**src/rtl/bus_master_arbiter.sv**
```systemverilog
// Two-master, one-slave bus arbiter. Alternates between masters A and B on
// simultaneous requests, forwards the granted master's cycle to the slave and
// force-completes a grant with read data 16'hFFFF if the slave never acks.
module bus_master_arbiter #(
  parameter int unsigned timeout_cycles = 255
) (
  input  logic        clk,
  input  logic        reset,

  // Master A
  input  logic [19:1] a_m_addr,
  input  logic [15:0] a_m_data_out,
  output logic [15:0] a_m_data_in,
  input  logic        a_m_access,
  output logic        a_m_ack,
  input  logic        a_m_wr_en,
  input  logic [1:0]  a_m_bytesel,

  // Master B
  input  logic [19:1] b_m_addr,
  input  logic [15:0] b_m_data_out,
  output logic [15:0] b_m_data_in,
  input  logic        b_m_access,
  output logic        b_m_ack,
  input  logic        b_m_wr_en,
  input  logic [1:0]  b_m_bytesel,

  // Slave
  output logic [19:1] q_m_addr,
  output logic [15:0] q_m_data_out,
  input  logic [15:0] q_m_data_in,
  output logic        q_m_access,
  input  logic        q_m_ack,
  output logic        q_m_wr_en,
  output logic [1:0]  q_m_bytesel,

  output logic        timeout
);

  typedef enum logic [1:0] {
    StIdle   = 2'b00,
    StGrantA = 2'b01,
    StGrantB = 2'b10
  } state_e;

  // Last wait-counter value before a grant is force-completed.
  localparam logic [15:0] WaitLimit = 16'(timeout_cycles - 1);

  state_e      state_q, state_d;
  logic        last_grant_q, last_grant_d;  // 0 = A, 1 = B
  logic [15:0] wait_cnt_q, wait_cnt_d;

  // Signals of whichever master currently owns the bus.
  logic        granted;
  logic        sel_b;
  logic [19:1] m_addr;
  logic [15:0] m_data_out;
  logic        m_access;
  logic        m_wr_en;
  logic [1:0]  m_bytesel;

  // Response produced for the owning master, steered to A or B below.
  logic        m_ack;
  logic [15:0] m_data_in;
  logic        force_done;

  // Select the owning master's request fields.
  always_comb begin
    granted    = (state_q == StGrantA) || (state_q == StGrantB);
    sel_b      = (state_q == StGrantB);
    m_addr     = sel_b ? b_m_addr     : a_m_addr;
    m_data_out = sel_b ? b_m_data_out : a_m_data_out;
    m_access   = sel_b ? b_m_access   : a_m_access;
    m_wr_en    = sel_b ? b_m_wr_en    : a_m_wr_en;
    m_bytesel  = sel_b ? b_m_bytesel  : a_m_bytesel;
  end

  // Next-state logic, slave-side drive and response generation.
  always_comb begin
    state_d      = state_q;
    last_grant_d = last_grant_q;
    wait_cnt_d   = wait_cnt_q;

    q_m_addr     = '0;
    q_m_data_out = '0;
    q_m_access   = 1'b0;
    q_m_wr_en    = 1'b0;
    q_m_bytesel  = '0;

    m_ack        = 1'b0;
    m_data_in    = '0;
    force_done   = 1'b0;

    unique case (state_q)
      StIdle: begin
        // On a tie, A wins only when B was the last one served.
        if (a_m_access && (!b_m_access || last_grant_q)) begin
          state_d      = StGrantA;
          last_grant_d = 1'b0;
          wait_cnt_d   = '0;
        end else if (b_m_access) begin
          state_d      = StGrantB;
          last_grant_d = 1'b1;
          wait_cnt_d   = '0;
        end
      end

      StGrantA, StGrantB: begin
        q_m_addr     = m_addr;
        q_m_data_out = m_data_out;
        q_m_access   = m_access;
        q_m_wr_en    = m_wr_en;
        q_m_bytesel  = m_bytesel;
        m_data_in    = q_m_data_in;

        if (!m_access) begin
          // Master withdrew before any ack: abandon quietly.
          state_d = StIdle;
        end else if (q_m_ack) begin
          // A real ack beats a coincident timeout.
          m_ack   = 1'b1;
          state_d = StIdle;
        end else if (wait_cnt_q == WaitLimit) begin
          m_ack      = 1'b1;
          m_data_in  = 16'hFFFF;
          q_m_access = 1'b0;
          force_done = 1'b1;
          state_d    = StIdle;
        end else if (wait_cnt_q != 16'hFFFF) begin
          wait_cnt_d = wait_cnt_q + 16'd1;
        end
      end

      default: begin
        state_d = StIdle;
      end
    endcase
  end

  // Route the response to the owner; the other master always sees zeros.
  always_comb begin
    a_m_ack     = 1'b0;
    a_m_data_in = '0;
    b_m_ack     = 1'b0;
    b_m_data_in = '0;
    if (granted && !sel_b) begin
      a_m_ack     = m_ack;
      a_m_data_in = m_data_in;
    end
    if (granted && sel_b) begin
      b_m_ack     = m_ack;
      b_m_data_in = m_data_in;
    end
    timeout = force_done;
  end

  // State, last-grant and wait-counter registers with synchronous reset.
  always_ff @(posedge clk) begin
    if (reset) begin
      state_q      <= StIdle;
      last_grant_q <= 1'b1;
      wait_cnt_q   <= '0;
    end else begin
      state_q      <= state_d;
      last_grant_q <= last_grant_d;
      wait_cnt_q   <= wait_cnt_d;
    end
  end

endmodule

```
**config.mk**
```make
export PLATFORM = sky130hd
export DESIGN_NAME = bus_master_arbiter
export DESIGN_NICKNAME = d
export VERILOG_FILES = /design/src/rtl/bus_master_arbiter.sv
export SDC_FILE = /design/constraint.sdc
export NUM_CORES = 1
export LEC_CHECK = 0
export BUFFER_PORTS_ARGS = -buffer_cell sky130_fd_sc_hd__buf_2
export CAP_MARGIN = 20
export CORE_ASPECT_RATIO = 0.8
export CORE_MARGIN = 10
export CORE_UTILIZATION = 44
export DETAILED_ROUTE_END_ITERATION = 12
export PLACE_DENSITY = 0.87
export RECOVER_POWER = 50
export REMOVE_ABC_BUFFERS = 1
export SLEW_MARGIN = 20
export SYNTH_ARGS = -nofsm -noshare
export SYNTH_HDL_FRONTEND = slang
export SYNTH_SLANG_ARGS = --single-unit
```
**constraint.sdc**
```tcl
create_clock -name clk -period 4.9 [get_ports clk]
set_input_delay 0.245 -clock clk [delete_from_list [all_inputs] [get_ports clk]]
set_output_delay 0.245 -clock clk [all_outputs]
set_load 0.05 [all_outputs]
```
==> run summary <==
The HPWL after detailed placement is 7.76 mm. Via density per instance: 5.60. The total power divided by cell area was 229 nW/um^2. Yosys mapped a number of flops with a built-in enable equal to 0. STA classifies the critical path endpoint as a primary output. The slowest stage of the critical path belongs to the cell clkbuf_1.

For the netlist area before placement, the log shows 2250 um^2. The DRC violation count after routing was 0. The tools report the pin count of the biggest net entering global routing as 42. The worst setup path is launched from a flip-flop.

The logs give 0 for the total number of yosys warnings and 49 for the count of cell types in the netlist. The max-slew headroom at the worst pin came out at 0.0870. In this run the core area contains 23 standard-cell rows. The first detailed-routing pass ran for 4 iterations. The post-route setup TNS was 0 ns; the clock period minus worst slack was 3.56 ns. Counting flops and latches in the post-synthesis netlist gives 19.

The synthesis-to-layout area growth came out at 37.4%. The initial core utilization came out at 0.451. The post-detailed-route count of antenna-violating nets was 0.

After detailed routing, the average wire length per cell comes to 18.5 um. The final route contains 2,875 vias. The number of instances in the synthesized netlist is 296. The portion of the clock cycle consumed by the worst path in the final layout is 0.726, and the core area is 4980 um^2.

On the final layout, the worst hold slack is 0.275 ns. The die outline width is 99.9 um. The flow ran to the end, and the final reports show no timing, DRC or antenna violations. Clock tree synthesis inserted a total of 3 buffers.

Static timing analysis puts the maximum clock frequency at 281 MHz. The maximum ir drop on the vdd rail was 0.130 mV. In this run the deepest clock path goes through 2 buffers. The share of synthesized registers carrying an async set or reset came out at 0. The number of antenna diodes in the final layout is 0.

A synthesized cell averages 7.59 um^2. Buffers inserted to repair hold after CTS numbered 0. Along the worst path, the maximum fanout reaches 41. Max-cap violations in this run came to 0. TritonCTS built the clock tree. The number of global-route vias before repair is 2,657, and the die span in y is 83.9 um. After global routing the overflow that remains totals 0. Classification of the worst-slack hold path: in2reg.

The number of antenna violations at the first check in global routing came out at 0. The share of cells above drive strength 1 works out to 0.322. The routability congestion estimate came out at 0.925.

For the cell count after placement, the log shows 509. The clock reaches the later pin of the worst-skew pair after 0.26 ns. After the last flow step, the layout net total stands at 555. The global router's overall resource usage was 0.202; the count of pins on the block boundary was 171. For the cell leakage power, the log shows 1.30 nW. Summing all placed instances gives a cell area of 3100 um^2. Worst stage delay on the critical path: 1.07 ns.

Predominant post-synthesis flop cell: dfxtp_1. The cell at the root of the clock tree was clkbuf_8. The CTS clock-pin slew for the worst setup and hold paths is 0.07 ns. Once the clock tree was built, the setup fixing pass inserted 0 buffers. The finished cells cover 3090 um^2.

The run gives 1 as the H-tree depth. The arrival time at the worst endpoint was 3.31 ns; the worst setup skew after layout was 0.00273 ns. Setup violations remaining at the end of the flow were counted as 0. The path type of the worst setup path was reg2out. The count of input and output buffers is 170, and the post-cts sizing count is 0. The final cell count without fillers was 513. For this block, the routed nets add up to 9.48 mm of wire.

The sequential share of the synthesized area is 0.169. The number of clock sinks was 19. The final number of hold-violating endpoints was 0; the critical path data required time was 4.66 ns. The floorplan step defined a die boundary enclosing 8380 um^2. After the first detailed-routing iteration, the DRC count stood at 243. The max-slew violation count came out at 0. Overall power consumption after layout is estimated at 0.707 mW.

The critical path goes through inv_1 > ha_1 > clkbuf_1 > nand2_1 > a21boi_0 > buf_2. Setup repair after global routing left no endpoint under its margin. For the pin with the worst max-slew slack, the measured transition is 1.37 ns. The tools report the global-route wire length before repair as 14.3 mm.
==> path summary, 6_finish.rpt <==
check	slack (ns)	cells past startpoint	to	from
worst min register to register	0.53	2	wait_cnt_q[6]	wait_cnt_q[6]
worst max-delay path	1.34	6	b_m_data_in[6]	state_q[0]
worst min-delay path	0.27	2	wait_cnt_q[11]	reset
worst max register to register	1.73	7	wait_cnt_q[15]	state_q[0]
==> synthesized netlist by cell type, types with 2 or more instances <==
library cell,n,area [um^2]
buf_2,3,15.0
or4_1,3,22.5
a31oi_1,3,18.8
and3_1,2,12.5
clkbuf_1,14,52.6
and2_1,2,12.5
or3_1,2,12.5
inv_1,7,26.3
nor2_1,6,22.5
nand4_1,8,50.1
a2bb2oi_1,2,17.5
o311ai_0,5,43.8
o211ai_1,3,22.5
nor2b_1,42,263
buf_6,2,22.5
a21boi_1,3,22.5
mux2i_1,38,380
a21oi_1,9,45.0
a21boi_0,29,218
buf_1,2,7.51
and4_1,2,17.5
o21ai_0,6,30.0
o31ai_1,5,37.5
ha_1,6,75.1
nor4_1,2,12.5
dfxtp_1,19,380
or2_2,2,12.5
nand3_1,12,60.1
nand2_1,34,128
nor3_1,3,15.0
and4_4,2,22.5
==> state kept, by name (all words and copies together), names as in the netlist <==
| signal | flops |
|---|---|
| wait_cnt_q | 16 |
| state_q | 2 |
| last_grant_q | 1 |
==> cells in the final DEF (no fill, tap or decap), types with 2 or more instances in the layout <==
master     synthesis  routed
buf_2              3     133
nor2b_1           42      42
clkbuf_1          14      39
mux2i_1           38      38
nand2_1           34      34
a21boi_0          29      29
dfxtp_1           19      19
nand3_1           12      12
a21oi_1            9       9
nand4_1            8       8
inv_1              7       7
nor2_1             6       6
o21ai_0            6       6
ha_1               6       6
o311ai_0           5       5
o31ai_1            5       5
nor3_1             3       3
a21boi_1           3       3
o211ai_1           3       3
or4_1              3       3
a31oi_1            3       3
clkbuf_8           0       3
and4_4             2       2
and2_1             2       2
and4_1             2       2
and3_1             2       2
or2_2              2       2
or3_1              2       2
a2bb2oi_1          2       2
nor4_1             2       2
==> critical path, delay by kind of cell, from the launching register on <==
kind            cells  cell delay, ns
flops               1            0.37
compound gates      1            0.24
buf+inv             3            1.48
fa+ha+maj           1            0.74
simple gates        1            0.24
==> kinds of logic (layout without fill, tap and decap cells) <==
family | Yosys count | in the layout | share of synthesized area
flops | 19 | 19 | 0.169
buf+inv | 28 | 183 | 0.0551
fa+ha+maj | 6 | 6 | 0.0334
simple gates | 132 | 132 | 0.336
mux | 39 | 39 | 0.174
compound gates | 72 | 72 | 0.232
==> area by class of cell <==
class	count	area (um^2)
Inverter	7	26.3
Timing Repair Buffer	172	816
Sequential cell	19	380
Fill cell	473	1890
Clock buffer	4	45.0
Tap cell	62	77.6
Multi-Input combinational cell	249	1740
==> per-stage QoR <==
stage	util	worst slack, ns
after floorplan	-	0.591
after global placement	0.622	1.86
after detailed placement	0.622	1.74
after CTS	0.631	1.44
after global routing	0.620	1.02
final	0.620	1.34
==> report_power, final <==
group	switching, mW	total, mW	internal, mW	leakage, nW
sequential	0.00350	0.161	0.158	0.154
combinational	0.311	0.435	0.124	1.12
clock	0.0530	0.111	0.0579	0.0228
total	0.368	0.707	0.339	1.30
==> metal layers <==
| metal | routed length [um] | up-vias | track usage |
|---|---|---|---|
| li1 | - | 1394 | - |
| met1 | 3590 | 1319 | 0.226 |
| met2 | 4770 | 148 | 0.358 |
| met3 | 1020 | 14 | 0.0687 |
| met4 | 104 | 0 | 0.0455 |
| met5 | 0 | - | 0 |
Note: power is estimated with default switching activity, not from simulation.
